$ cat config.mk
export PLATFORM = sky130hd
export DESIGN_NAME = dm_access_unit_flat
export DESIGN_NICKNAME = d
export VERILOG_FILES = /design/src/rtl/dm_pkg.sv /design/src/rtl/dm_access_unit_if.sv /design/src/rtl/dm_lane_align.sv /design/src/rtl/dm_access_unit.sv /design/src/flat_wrapper.sv
export SDC_FILE = /design/constraint.sdc
export NUM_CORES = 1
export LEC_CHECK = 0
export CAP_MARGIN = 20
export CORE_ASPECT_RATIO = 1.25
export CORE_UTILIZATION = 40
export CTS_BUF_LIST = sky130_fd_sc_hd__clkbuf_8
export DETAILED_ROUTE_END_ITERATION = 6
export MAX_ROUTING_LAYER = met4
export PLACE_DENSITY = 0.79
export SYNTH_ARGS = -nofsm -noshare
export SYNTH_HDL_FRONTEND = slang
export SYNTH_SLANG_ARGS = --single-unit
$ cat constraint.sdc
create_clock -name clk -period 2.4 [get_ports clk]
set_clock_uncertainty 0.2 [all_clocks]
set_input_delay 0.48 -clock clk [delete_from_list [all_inputs] [get_ports clk]]
set_output_delay 0.48 -clock clk [all_outputs]
set_load 0.02 [all_outputs]
$ cat src/rtl/dm_pkg.sv
// Shared types for the MEM-stage data-memory access unit: DMType codes, FSM states,
// byte-enable constants and the alignment check used when DM_MISALIGN_TRAP_EN is defined.
package dm_pkg;

  localparam logic [2:0] DM_W  = 3'b000;
  localparam logic [2:0] DM_H  = 3'b001;
  localparam logic [2:0] DM_HU = 3'b010;
  localparam logic [2:0] DM_B  = 3'b011;
  localparam logic [2:0] DM_BU = 3'b100;

  localparam logic [3:0] BE_ALL  = 4'b1111;
  localparam logic [3:0] BE_H_LO = 4'b0011;
  localparam logic [3:0] BE_H_HI = 4'b1100;
  localparam logic [3:0] BE_B0   = 4'b0001;

  typedef enum logic [1:0] {
    ST_IDLE = 2'd0,
    ST_BUS  = 2'd1,
    ST_DONE = 2'd2
  } dm_state_e;

  // Unlisted codes 101-111 are treated as word accesses.
  function automatic logic dm_misaligned(input logic [2:0] t, input logic [1:0] lo);
    case (t)
      DM_H, DM_HU: return lo[0];
      DM_B, DM_BU: return 1'b0;
      default:     return (lo != 2'b00);
    endcase
  endfunction

endpackage

$ cat src/rtl/dm_access_unit_if.sv
// Data-bus interface between dm_access_unit (master) and data memory (slave).
interface dm_access_unit_if #(
  parameter int unsigned ADDR_W = 32
);
  logic              bus_req;
  logic              bus_we;
  logic [ADDR_W-1:0] bus_addr;
  logic [3:0]        bus_be;
  logic [31:0]       bus_wdata;
  logic              bus_ready;
  logic [31:0]       bus_rdata;

  modport master (
    output bus_req, bus_we, bus_addr, bus_be, bus_wdata,
    input  bus_ready, bus_rdata
  );

  modport slave (
    input  bus_req, bus_we, bus_addr, bus_be, bus_wdata,
    output bus_ready, bus_rdata
  );
endinterface

$ cat src/rtl/dm_lane_align.sv
// Combinational lane steering: store byte enables / lane-replicated write data, and
// load lane selection with sign or zero extension.
module dm_lane_align
  import dm_pkg::*;
(
  input  logic [2:0]  i_dm_type,
  input  logic [1:0]  i_addr_lo,
  input  logic [31:0] i_wdata,
  input  logic [31:0] i_rdata_raw,
  output logic [3:0]  o_be,
  output logic [31:0] o_wdata,
  output logic [31:0] o_rdata
);

  logic [15:0] w_half;
  logic [7:0]  w_byte;

  assign w_half = i_addr_lo[1] ? i_rdata_raw[31:16] : i_rdata_raw[15:0];
  assign w_byte = i_rdata_raw[{i_addr_lo, 3'b000} +: 8];

  always_comb begin
    o_be    = BE_ALL;
    o_wdata = i_wdata;
    o_rdata = i_rdata_raw;
    case (i_dm_type)
      DM_H, DM_HU: begin
        o_be    = i_addr_lo[1] ? BE_H_HI : BE_H_LO;
        o_wdata = {2{i_wdata[15:0]}};
        o_rdata = (i_dm_type == DM_HU) ? {16'h0000, w_half} : {{16{w_half[15]}}, w_half};
      end
      DM_B, DM_BU: begin
        o_be    = BE_B0 << i_addr_lo;
        o_wdata = {4{i_wdata[7:0]}};
        o_rdata = (i_dm_type == DM_BU) ? {24'h000000, w_byte} : {{24{w_byte[7]}}, w_byte};
      end
      default: begin
        o_be    = BE_ALL;
        o_wdata = i_wdata;
        o_rdata = i_rdata_raw;
      end
    endcase
  end

endmodule

$ cat src/rtl/dm_access_unit.sv
// MEM-stage data-memory master: one request/ready bus transaction per load/store, stalls the
// pipeline meanwhile. Optional feature: define DM_MISALIGN_TRAP_EN to trap misaligned H/W accesses.
module dm_access_unit
  import dm_pkg::*;
#(
  parameter int unsigned ADDR_W         = 32,
  parameter int unsigned TIMEOUT_CYCLES = 16
) (
  input  logic              clk,
  input  logic              rst,
  input  logic              mem_req,
  input  logic              mem_we,
  input  logic [2:0]        dm_type,
  input  logic [ADDR_W-1:0] addr,
  input  logic [31:0]       wdata,
  output logic [31:0]       rdata,
  output logic              done,
  output logic              stall,
  output logic              bus_err,
  output logic              misalign_err,
  dm_access_unit_if.master  bus
);

  localparam int unsigned   CNT_W    = (TIMEOUT_CYCLES > 1) ? $clog2(TIMEOUT_CYCLES) : 1;
  localparam logic [CNT_W-1:0] CNT_LAST = CNT_W'(TIMEOUT_CYCLES - 1);

  dm_state_e         r_state, w_next;
  logic [2:0]        r_type;
  logic [1:0]        r_lo;
  logic [CNT_W-1:0]  r_cnt;
  logic [31:0]       r_rdata;
  logic              r_done, r_bus_err, r_mis;
  logic              r_bus_req, r_bus_we;
  logic [ADDR_W-1:0] r_bus_addr;
  logic [3:0]        r_bus_be;
  logic [31:0]       r_bus_wdata;

  logic              w_mis, w_timeout;
  logic [2:0]        w_al_type;
  logic [1:0]        w_al_lo;
  logic [3:0]        w_al_be;
  logic [31:0]       w_al_wdata, w_al_rdata;

`ifdef DM_MISALIGN_TRAP_EN
  assign w_mis = dm_misaligned(dm_type, addr[1:0]);
`else
  assign w_mis = 1'b0;
`endif

  assign w_timeout = (TIMEOUT_CYCLES != 0) && (r_cnt == CNT_LAST);

  // One aligner serves both directions: live inputs steer the store in IDLE,
  // the latched type/offset extend the load word while in BUS.
  assign w_al_type = (r_state == ST_IDLE) ? dm_type   : r_type;
  assign w_al_lo   = (r_state == ST_IDLE) ? addr[1:0] : r_lo;

  dm_lane_align u_align (
    .i_dm_type   (w_al_type),
    .i_addr_lo   (w_al_lo),
    .i_wdata     (wdata),
    .i_rdata_raw (bus.bus_rdata),
    .o_be        (w_al_be),
    .o_wdata     (w_al_wdata),
    .o_rdata     (w_al_rdata)
  );

  always_ff @(posedge clk) begin
    if (rst) r_state <= ST_IDLE;
    else     r_state <= w_next;
  end

  always_comb begin
    w_next = r_state;
    case (r_state)
      ST_IDLE: if (mem_req) w_next = w_mis ? ST_DONE : ST_BUS;
      ST_BUS:  if (bus.bus_ready || w_timeout) w_next = ST_DONE;
      ST_DONE: w_next = ST_IDLE;
      default: w_next = ST_IDLE;
    endcase
  end

  always_ff @(posedge clk) begin
    if (rst) begin
      r_type      <= '0;
      r_lo        <= '0;
      r_cnt       <= '0;
      r_rdata     <= '0;
      r_done      <= 1'b0;
      r_bus_err   <= 1'b0;
      r_mis       <= 1'b0;
      r_bus_req   <= 1'b0;
      r_bus_we    <= 1'b0;
      r_bus_addr  <= '0;
      r_bus_be    <= '0;
      r_bus_wdata <= '0;
    end else begin
      r_done    <= 1'b0;
      r_bus_err <= 1'b0;
      r_mis     <= 1'b0;
      r_rdata   <= '0;
      case (r_state)
        ST_IDLE: begin
          if (mem_req) begin
            r_type <= dm_type;
            r_lo   <= addr[1:0];
            r_cnt  <= '0;
            if (w_mis) begin
              r_done <= 1'b1;
              r_mis  <= 1'b1;
            end else begin
              r_bus_req   <= 1'b1;
              r_bus_we    <= mem_we;
              r_bus_addr  <= {addr[ADDR_W-1:2], 2'b00};
              r_bus_be    <= mem_we ? w_al_be : BE_ALL;
              r_bus_wdata <= mem_we ? w_al_wdata : '0;
            end
          end
        end
        ST_BUS: begin
          r_cnt <= r_cnt + 1'b1;
          // bus_ready takes priority over a simultaneous timeout expiry.
          if (bus.bus_ready || w_timeout) begin
            r_done      <= 1'b1;
            r_bus_err   <= ~bus.bus_ready;
            r_rdata     <= (bus.bus_ready && !r_bus_we) ? w_al_rdata : '0;
            r_bus_req   <= 1'b0;
            r_bus_we    <= 1'b0;
            r_bus_addr  <= '0;
            r_bus_be    <= '0;
            r_bus_wdata <= '0;
          end
        end
        default: ;
      endcase
    end
  end

  assign stall        = !rst && (((r_state == ST_IDLE) && mem_req) || (r_state == ST_BUS));
  assign rdata        = r_rdata;
  assign done         = r_done;
  assign bus_err      = r_bus_err;
  assign misalign_err = r_mis;

  assign bus.bus_req   = r_bus_req;
  assign bus.bus_we    = r_bus_we;
  assign bus.bus_addr  = r_bus_addr;
  assign bus.bus_be    = r_bus_be;
  assign bus.bus_wdata = r_bus_wdata;

endmodule
$ cat src/flat_wrapper.sv
// flat-port wrapper written by rule: the top's interface ports become plain ports
module dm_access_unit_flat import dm_pkg::*;
#(
  parameter int unsigned ADDR_W         = 32,
  parameter int unsigned TIMEOUT_CYCLES = 16
)
  (clk, rst, mem_req, mem_we, dm_type, addr, wdata, rdata, done, stall, bus_err, misalign_err, bus_bus_req, bus_bus_we, bus_bus_addr, bus_bus_be, bus_bus_wdata, bus_bus_ready, bus_bus_rdata);
  dm_access_unit_if #(.ADDR_W(ADDR_W)) bus_i ();
  input  logic clk;
  input  logic rst;
  input  logic mem_req;
  input  logic mem_we;
  input  logic [2:0] dm_type;
  input  logic [ADDR_W-1:0] addr;
  input  logic [31:0] wdata;
  output logic [31:0] rdata;
  output logic done;
  output logic stall;
  output logic bus_err;
  output logic misalign_err;
  output wire logic [$bits(bus_i.bus_req)-1:0] bus_bus_req;
  output wire logic [$bits(bus_i.bus_we)-1:0] bus_bus_we;
  output wire logic [$bits(bus_i.bus_addr)-1:0] bus_bus_addr;
  output wire logic [$bits(bus_i.bus_be)-1:0] bus_bus_be;
  output wire logic [$bits(bus_i.bus_wdata)-1:0] bus_bus_wdata;
  input wire logic [$bits(bus_i.bus_ready)-1:0] bus_bus_ready;
  input wire logic [$bits(bus_i.bus_rdata)-1:0] bus_bus_rdata;
  assign bus_bus_req = bus_i.bus_req;
  assign bus_bus_we = bus_i.bus_we;
  assign bus_bus_addr = bus_i.bus_addr;
  assign bus_bus_be = bus_i.bus_be;
  assign bus_bus_wdata = bus_i.bus_wdata;
  assign bus_i.bus_ready = bus_bus_ready;
  assign bus_i.bus_rdata = bus_bus_rdata;
  dm_access_unit #(.ADDR_W(ADDR_W), .TIMEOUT_CYCLES(TIMEOUT_CYCLES)) u_core (.clk(clk), .rst(rst), .mem_req(mem_req), .mem_we(mem_we), .dm_type(dm_type), .addr(addr), .wdata(wdata), .rdata(rdata), .done(done), .stall(stall), .bus_err(bus_err), .misalign_err(misalign_err), .bus(bus_i));
endmodule
==> impl_metrics.csv, run 1 <==
group,metric,value,unit
status,status,"complete, no violations",
clocking,ctsResizeCount,8,
power_and_ir_drop,powerDensity,652,mW/mm^2
layout,diodes,0,
critical_path,rr_worst_depth,6,
timing,drv_slew,0,
floorplan,die_w,101,um
global_routing,grt_max_degree,41,
min_path,hold_end,"u_core.bus.bus_addr[26]",
critical_path,crit_type,"primary input to register",
critical_path,timing.rr.end,"u_core.rdata[15]",
place,portBuffers,206,
drt,wl,15700,um
power_and_ir_drop,p_leak,0.00320,uW
critical_path,reg2reg_from,"u_core.r_state[0]",
drt,drt-wirelength-per-cell,17.1,um
drt,dr_wl_met3,1190,um
timing,fmax,428,MHz
layout,fin_nets,848,
clocking,clock_path_buffers,2,
yosys,synth_cells,506,
job,maxCapViolations,0,
drt,first_pass_iters,5,
yosys,netlist_top_cells_area,"dfxtp_1, a22oi_1, nor2_1",
clocking,root_buffer,"clkbuf_8",
floorplan,die-area,0.0127,mm^2
yosys,synth.largest_area_cell,"dfxtp_1",
critical_path,worstSetupEndpointType,"register",
power_and_ir_drop,finalPower,5110,uW
clocking,cts_tree,"built",
drt,drt-met1-wl,6020,um
floorplan,initial_core_util,0.415,
yosys,synth_common_cells,"dfxtp_1, nor2_1, nand2_1, a22oi_1, clkbuf_1",
floorplan,num_io_pins,210,
critical_path,cp.required,2.51,ns
timing,rsz0062_at_grt,"false",
timing,finalCritPeriodShare,0.973,
clocking,cts.sinks,113,
layout,syn2layout_area_growth,60.5,%
yosys,synth_flop_cell,"dfxtp_1",
global_routing,grt_pass1_vias,5030,
yosys,synthDistinctLibCells,60,
timing,hold_viol,0,
timing,finalSetupTns,0,ns
drt,dr_wl_met2,7990,um
drt,vias_per_cell,5.43,
drt,drc,0,
layout,finalInstanceArea,0.00784,mm^2
yosys,yosysWarnings,0,
yosys,syn_area,0.00488,mm^2
yosys,ys_seq_area_frac,0.463,
global_routing,antenna_found_initial,0,
drt,postRouteAntennaNets,0,
yosys,synth-edff-count,0,
timing,period_minus_slack,2.34,ns
yosys,yosysTopAreaCellShare,0.463,
critical_path,crit_start,"addr[1]",
floorplan,core_area,0.0118,mm^2
critical_path,critPathMaxFanout,4,
layout,final_core_util,0.665,
drt,top_layer,"met4",
clocking,cts_setup_buffers,0,
min_path,hp-class,"primary input to register",
floorplan,dieHeight,126,um
clocking,numCtsBuffers,17,
min_path,hold_start,"rst",
layout,fillers,965,
global_routing,grt_pass1_wl,24200,um
timing,holdWs,0.169,ns
drt,detailroute.via_count,4973,
timing,setup_violations,0,
global_routing,grt-ovfl-total,0,
power_and_ir_drop,vdd_drop_max,0.477,mV
place,hpwlAfterDp,11800,um
min_path,whs_path_depth,2,
clocking,clkTransAtPathRegs,0.07,ns
yosys,synthArstFlopShare,0,
floorplan,rows,44,
clocking,ctsHoldBuffers,0,
place,place_congestion,0.870,
clocking,clk_latency,0.41,ns
clocking,htreeDepth,4,
layout,drive_gt1_frac,0.159,
global_routing,grt_use_total,0.252,
yosys,synth.most_common_cell,"dfxtp_1",
critical_path,cp.arrival,2.44,ns
critical_path,startpoint_type,"primary input",
timing,slew_headroom,0.647,
place,placed_cell_area,0.00739,mm^2
yosys,ys_seq_elements,113,
timing,tightestPinTransition,0.525,ns
critical_path,reg2reg_setup_slack,0.09,ns
drt,drt_iter0_markers,322,
yosys,avgSynthCellArea,9.65,um^2
-- critical path, stage by stage --
cell and delay [ns]:
clkdlybuf4s50_1 0.47, nor3b_2 0.29, or2_4 0.22, mux4_2 0.52, and3_1 0.20, a221o_1 0.26
-- per-layer routing --
metal | vias up | GRT usage
met4 | 0 | 0.124
met2 | 292 | 0.437
met5 | - | -
met1 | 2309 | 0.268
met3 | 47 | 0.0565
li1 | 2325 | -
-- sequential cells by signal, indices dropped and copies added, names as in the netlist, 2 cells and up --
register,flops
u_core.bus.bus_wdata,32
u_core.r_cnt,4
u_core.r_type,3
u_core.bus.bus_addr,30
u_core.r_lo,2
u_core.r_state,2
u_core.rdata,32
u_core.bus.bus_be,4
-- final cells by class --
class                           count  area (um^2)  area share
Multi-Input combinational cell    350         2420       0.309
Sequential cell                   113         2260       0.289
Clock buffer                       18          248      0.0316
Tap cell                          161          201      0.0257
Timing Repair Buffer              259         2520       0.322
Clock inverter                     13          170      0.0217
Inverter                            2         7.51    0.000958
-- logic make-up (layout without fill, tap and decap cells) --
kind of cell	Yosys count	count (layout)	share of synthesized area
other cells	1	3	0.000768
flops	113	113	0.463
buf+inv	45	292	0.0492
mux	27	27	0.0768
fa+ha+maj	1	1	0.00256
simple gates	161	161	0.159
compound gates	155	155	0.239
xor+xnor	3	3	0.00922
-- cell usage in the layout, fill, tap and decap left out, types with 3 or more instances in the layout --
cell,n
a21o_1,18
a21oi_1,14
a221o_1,13
a22o_1,4
a22oi_1,40
and3_1,7
buf_12,6
buf_4,47
bufinv_16,4
clkbuf_8,18
clkdlybuf4s50_1,204
clkinv_2,3
conb_1,3
dfxtp_1,111
inv_1,5
mux2i_1,17
mux4_2,7
nand2_1,42
nand3_1,9
nand3b_1,3
nor2_1,63
nor3_1,9
nor3b_1,6
nor4_1,4
o211ai_1,3
o21a_1,4
o21ai_0,11
o21ai_1,11
o22ai_1,8
o31ai_1,10
o31ai_2,4
-- worst max-delay path by stage --
stage | end | slack (ns) | cells past startpoint
2_1_floorplan | u_core.rdata[5] | 0.08 | 6
3_3_place_gp | u_core.rdata[0] | -0.35 | 6
3_5_place_dp | u_core.rdata[17] | -0.42 | 6
4_1_cts | stall | 0.03 | 4
5_1_grt | u_core.rdata[1] | 0.009 | 6
6_report | u_core.rdata[1] | 0.06 | 6
-- report_power, final --
part | leakage, uW | total, uW | switching [uW] | internal, uW
registers | 0.000922 | 2020 | 59.0 | 1970
logic | 0.00206 | 1170 | 571 | 603
clock network | 0.000218 | 1910 | 773 | 1140
total | 0.00320 | 5110 | 1400 | 3710
-- metrics by stage --
stage	setup slack, ns	std cells
after CTS	0.0337	916
after detailed placement	-0.420	885
after floorplan	0.0782	508
after global placement	-0.351	885
final	0.0645	916
after global routing	0.00879	916
Note: power is estimated with default switching activity, not from simulation.
==> run 2: changes to the inputs <==
- CORE_MARGIN: unset -> 5
- SLEW_MARGIN: unset -> 20
==> run 2 against run 1 <==
Against the previous run:
- via count up 0.92%
- sequential cell count did not move
- routed wire length is 4.8% higher
- non-clock buffer count is 7 higher
- hold slack lost 0.010 ns
- clock power is 8% higher
- utilization fell by 0.73 points
- sequential power about the same
- total power increased by 3.0%
- count of clock-buffer cells in the layout unchanged
- first-iteration DRC count down 28%
- die area grew 15%
- critical path type unchanged
- largest cell class unchanged
- highest routed layer unchanged
==> impl_metrics.csv, run 2 (synthesis gave the netlist of run 1 again) <==
group,metric,value,unit
layout,layout_common_cells,"clkdlybuf4s50_1, dfxtp_1, nor2_1, buf_4, nand2_1",
power_and_ir_drop,finalPower,5260,uW
drt,drc,0,
drt,drt_iter0_markers,231,
critical_path,crit_type,"primary input to register",
floorplan,initial_core_util,0.405,
global_routing,grt_pass1_wl,25900,um
critical_path,crit_slowest_cell,"mux4_2",
floorplan,core_area,0.0120,mm^2
critical_path,cp_cell_sequence,"clkdlybuf4s50_1 > nor3b_2 > or2_4 > mux4_2 > and3_1 > a221o_1",
layout,drive_gt1_frac,0.168,
global_routing,grt-ovfl-total,0,
timing,hold_viol,0,
critical_path,startpoint_type,"primary input",
place,place_congestion,0.845,
drt,postRouteAntennaNets,0,
global_routing,grt_max_degree,50,
clocking,clkTransAtPathRegs,0.07,ns
timing,worst_slack,0.0250,ns
timing,tightestPinTransition,0.516,ns
clocking,cts.sinks,113,
place,portBuffers,206,
global_routing,grt_most_used_layer,"met2",
power_and_ir_drop,p_clk_frac,0.392,
layout,syn2layout_area_growth,62.3,%
global_routing,antenna_found_initial,0,
global_routing,grt_pass1_vias,5154,
clocking,clock_path_buffers,2,
timing,fmax,421,MHz
clocking,htreeDepth,4,
clocking,clk_latency,0.41,ns
critical_path,cp_slowest_stage_delay,0.49,ns
floorplan,dieHeight,134,um
power_and_ir_drop,power_switching,1430,uW
drt,first_pass_iters,5,
clocking,root_buffer,"clkbuf_8",
layout,diodes,0,
critical_path,cp_num_buf_inv,1,
timing,finalCritPeriodShare,0.990,
place,hpwlAfterDp,12500,um
layout,fin_nets,855,
global_routing,met3_usage,0.0708,
critical_path,worstSetupEndpointType,"register",
global_routing,grtUsageMet2,0.398,
timing,drv_slew,0,
status,status,"complete, no violations",
global_routing,gr-usage-met1,0.245,
power_and_ir_drop,sw_frac_of_total,0.272,
drt,drt-wirelength-per-cell,17.7,um
layout,final_core_util,0.658,
drt,vias_per_cell,5.41,
place,preCtsSetupSlack,-0.428,ns
job,maxCapViolations,0,
power_and_ir_drop,combPwrFrac,0.225,
floorplan,die-area,0.0145,mm^2
power_and_ir_drop,internal-power,3830,uW
power_and_ir_drop,vdd_drop_max,0.446,mV
clocking,numCtsBuffers,17,
floorplan,num_io_pins,210,
clocking,cts_tree,"built",
floorplan,die_w,109,um
floorplan,rows,45,
power_and_ir_drop,powerDensity,663,mW/mm^2
power_and_ir_drop,p_leak,0.00324,uW
timing,slew_headroom,0.651,
min_path,hp-class,"primary input to register",
layout,layout_commonest_cell,"clkdlybuf4s50_1",
critical_path,critPathMaxFanout,5,
critical_path,cp.required,2.50,ns
drt,detailroute.via_count,5019,
timing,finalSetupTns,0,ns
global_routing,grt_use_total,0.232,
drt,wl,16400,um
critical_path,cp.arrival,2.47,ns
layout,fillers,981,
timing,period_minus_slack,2.38,ns
timing,setup_violations,0,
power_and_ir_drop,pwr-share-seq,0.384,
critical_path,crit_family,"simple AND/OR/NAND/NOR gates",
[run 2: repair_timing]
action,4_1_cts,5_1_grt
pin swaps,0,2
gates resized for setup,8,5
hold buffers,0,0
buffers inserted,0,4
endpoints found under the setup margin,21,39
hold endpoints to repair,0,0
[run 2: path summary, 6_finish.rpt]
| kind | to | slack (ns) | startpoint | cells after the start |
|---|---|---|---|---|
| setup / recovery | u_core.rdata[0] | 0.02 | addr[1] | 6 |
| hold / removal | u_core.bus.bus_addr[25] | 0.16 | rst | 2 |
| setup reg to reg | u_core.rdata[11] | 0.05 | u_core.r_state[0] | 8 |
| hold reg to reg | u_core.bus.bus_wdata[16] | 0.25 | u_core.bus.bus_wdata[16] | 2 |
[run 2: power groups by stage]
stage	Sequential [uW]	Clock (uW)	Combinational (uW)
after global routing	2030	2200	1260
after CTS	2020	2100	1170
after detailed placement	2060	0	1160
after global placement	2060	0	1140
after floorplan	2150	0	497
final	2020	2060	1180
[run 2: worst reg2reg max path, cell delays in order (launching register included)]
cell and delay (ns):
dfxtp_1 0.31, buf_4 0.17, o21a_2 0.24, or2_4 0.27, buf_4 0.17, o32ai_4 0.36, nor4_4 0.08, buf_4 0.17
a221o_1 0.26
[run 2: stage by stage]
| step | instances | area, um^2 | hold WS [ns] |
|---|---|---|---|
| after floorplan | 508 | 4890 | 0.292 |
| after global placement | 891 | 7390 | 0.238 |
| after detailed placement | 891 | 7390 | 0.244 |
| after CTS | 923 | 7880 | 0.138 |
| after global routing | 927 | 7930 | 0.146 |
| final | 927 | 7930 | 0.159 |
[run 2: metal layers]
| layer | vias to the layer above | wire (um) |
|---|---|---|
| met4 | 0 | 548 |
| met3 | 52 | 1470 |
| met1 | 2354 | 6120 |
| li1 | 2343 | - |
| met2 | 270 | 8320 |
| met5 | - | 0 |
[run 2: final cells by class]
type	count	area (um^2)	share of cell area
clock buffers	18	248	0.0312
clock inverters	14	211	0.0267
inverters	2	7.51	0.000947
repair buffers	266	2570	0.324
multi-input cells	350	2430	0.306
well taps	164	205	0.0259
flip-flops and latches	113	2260	0.285
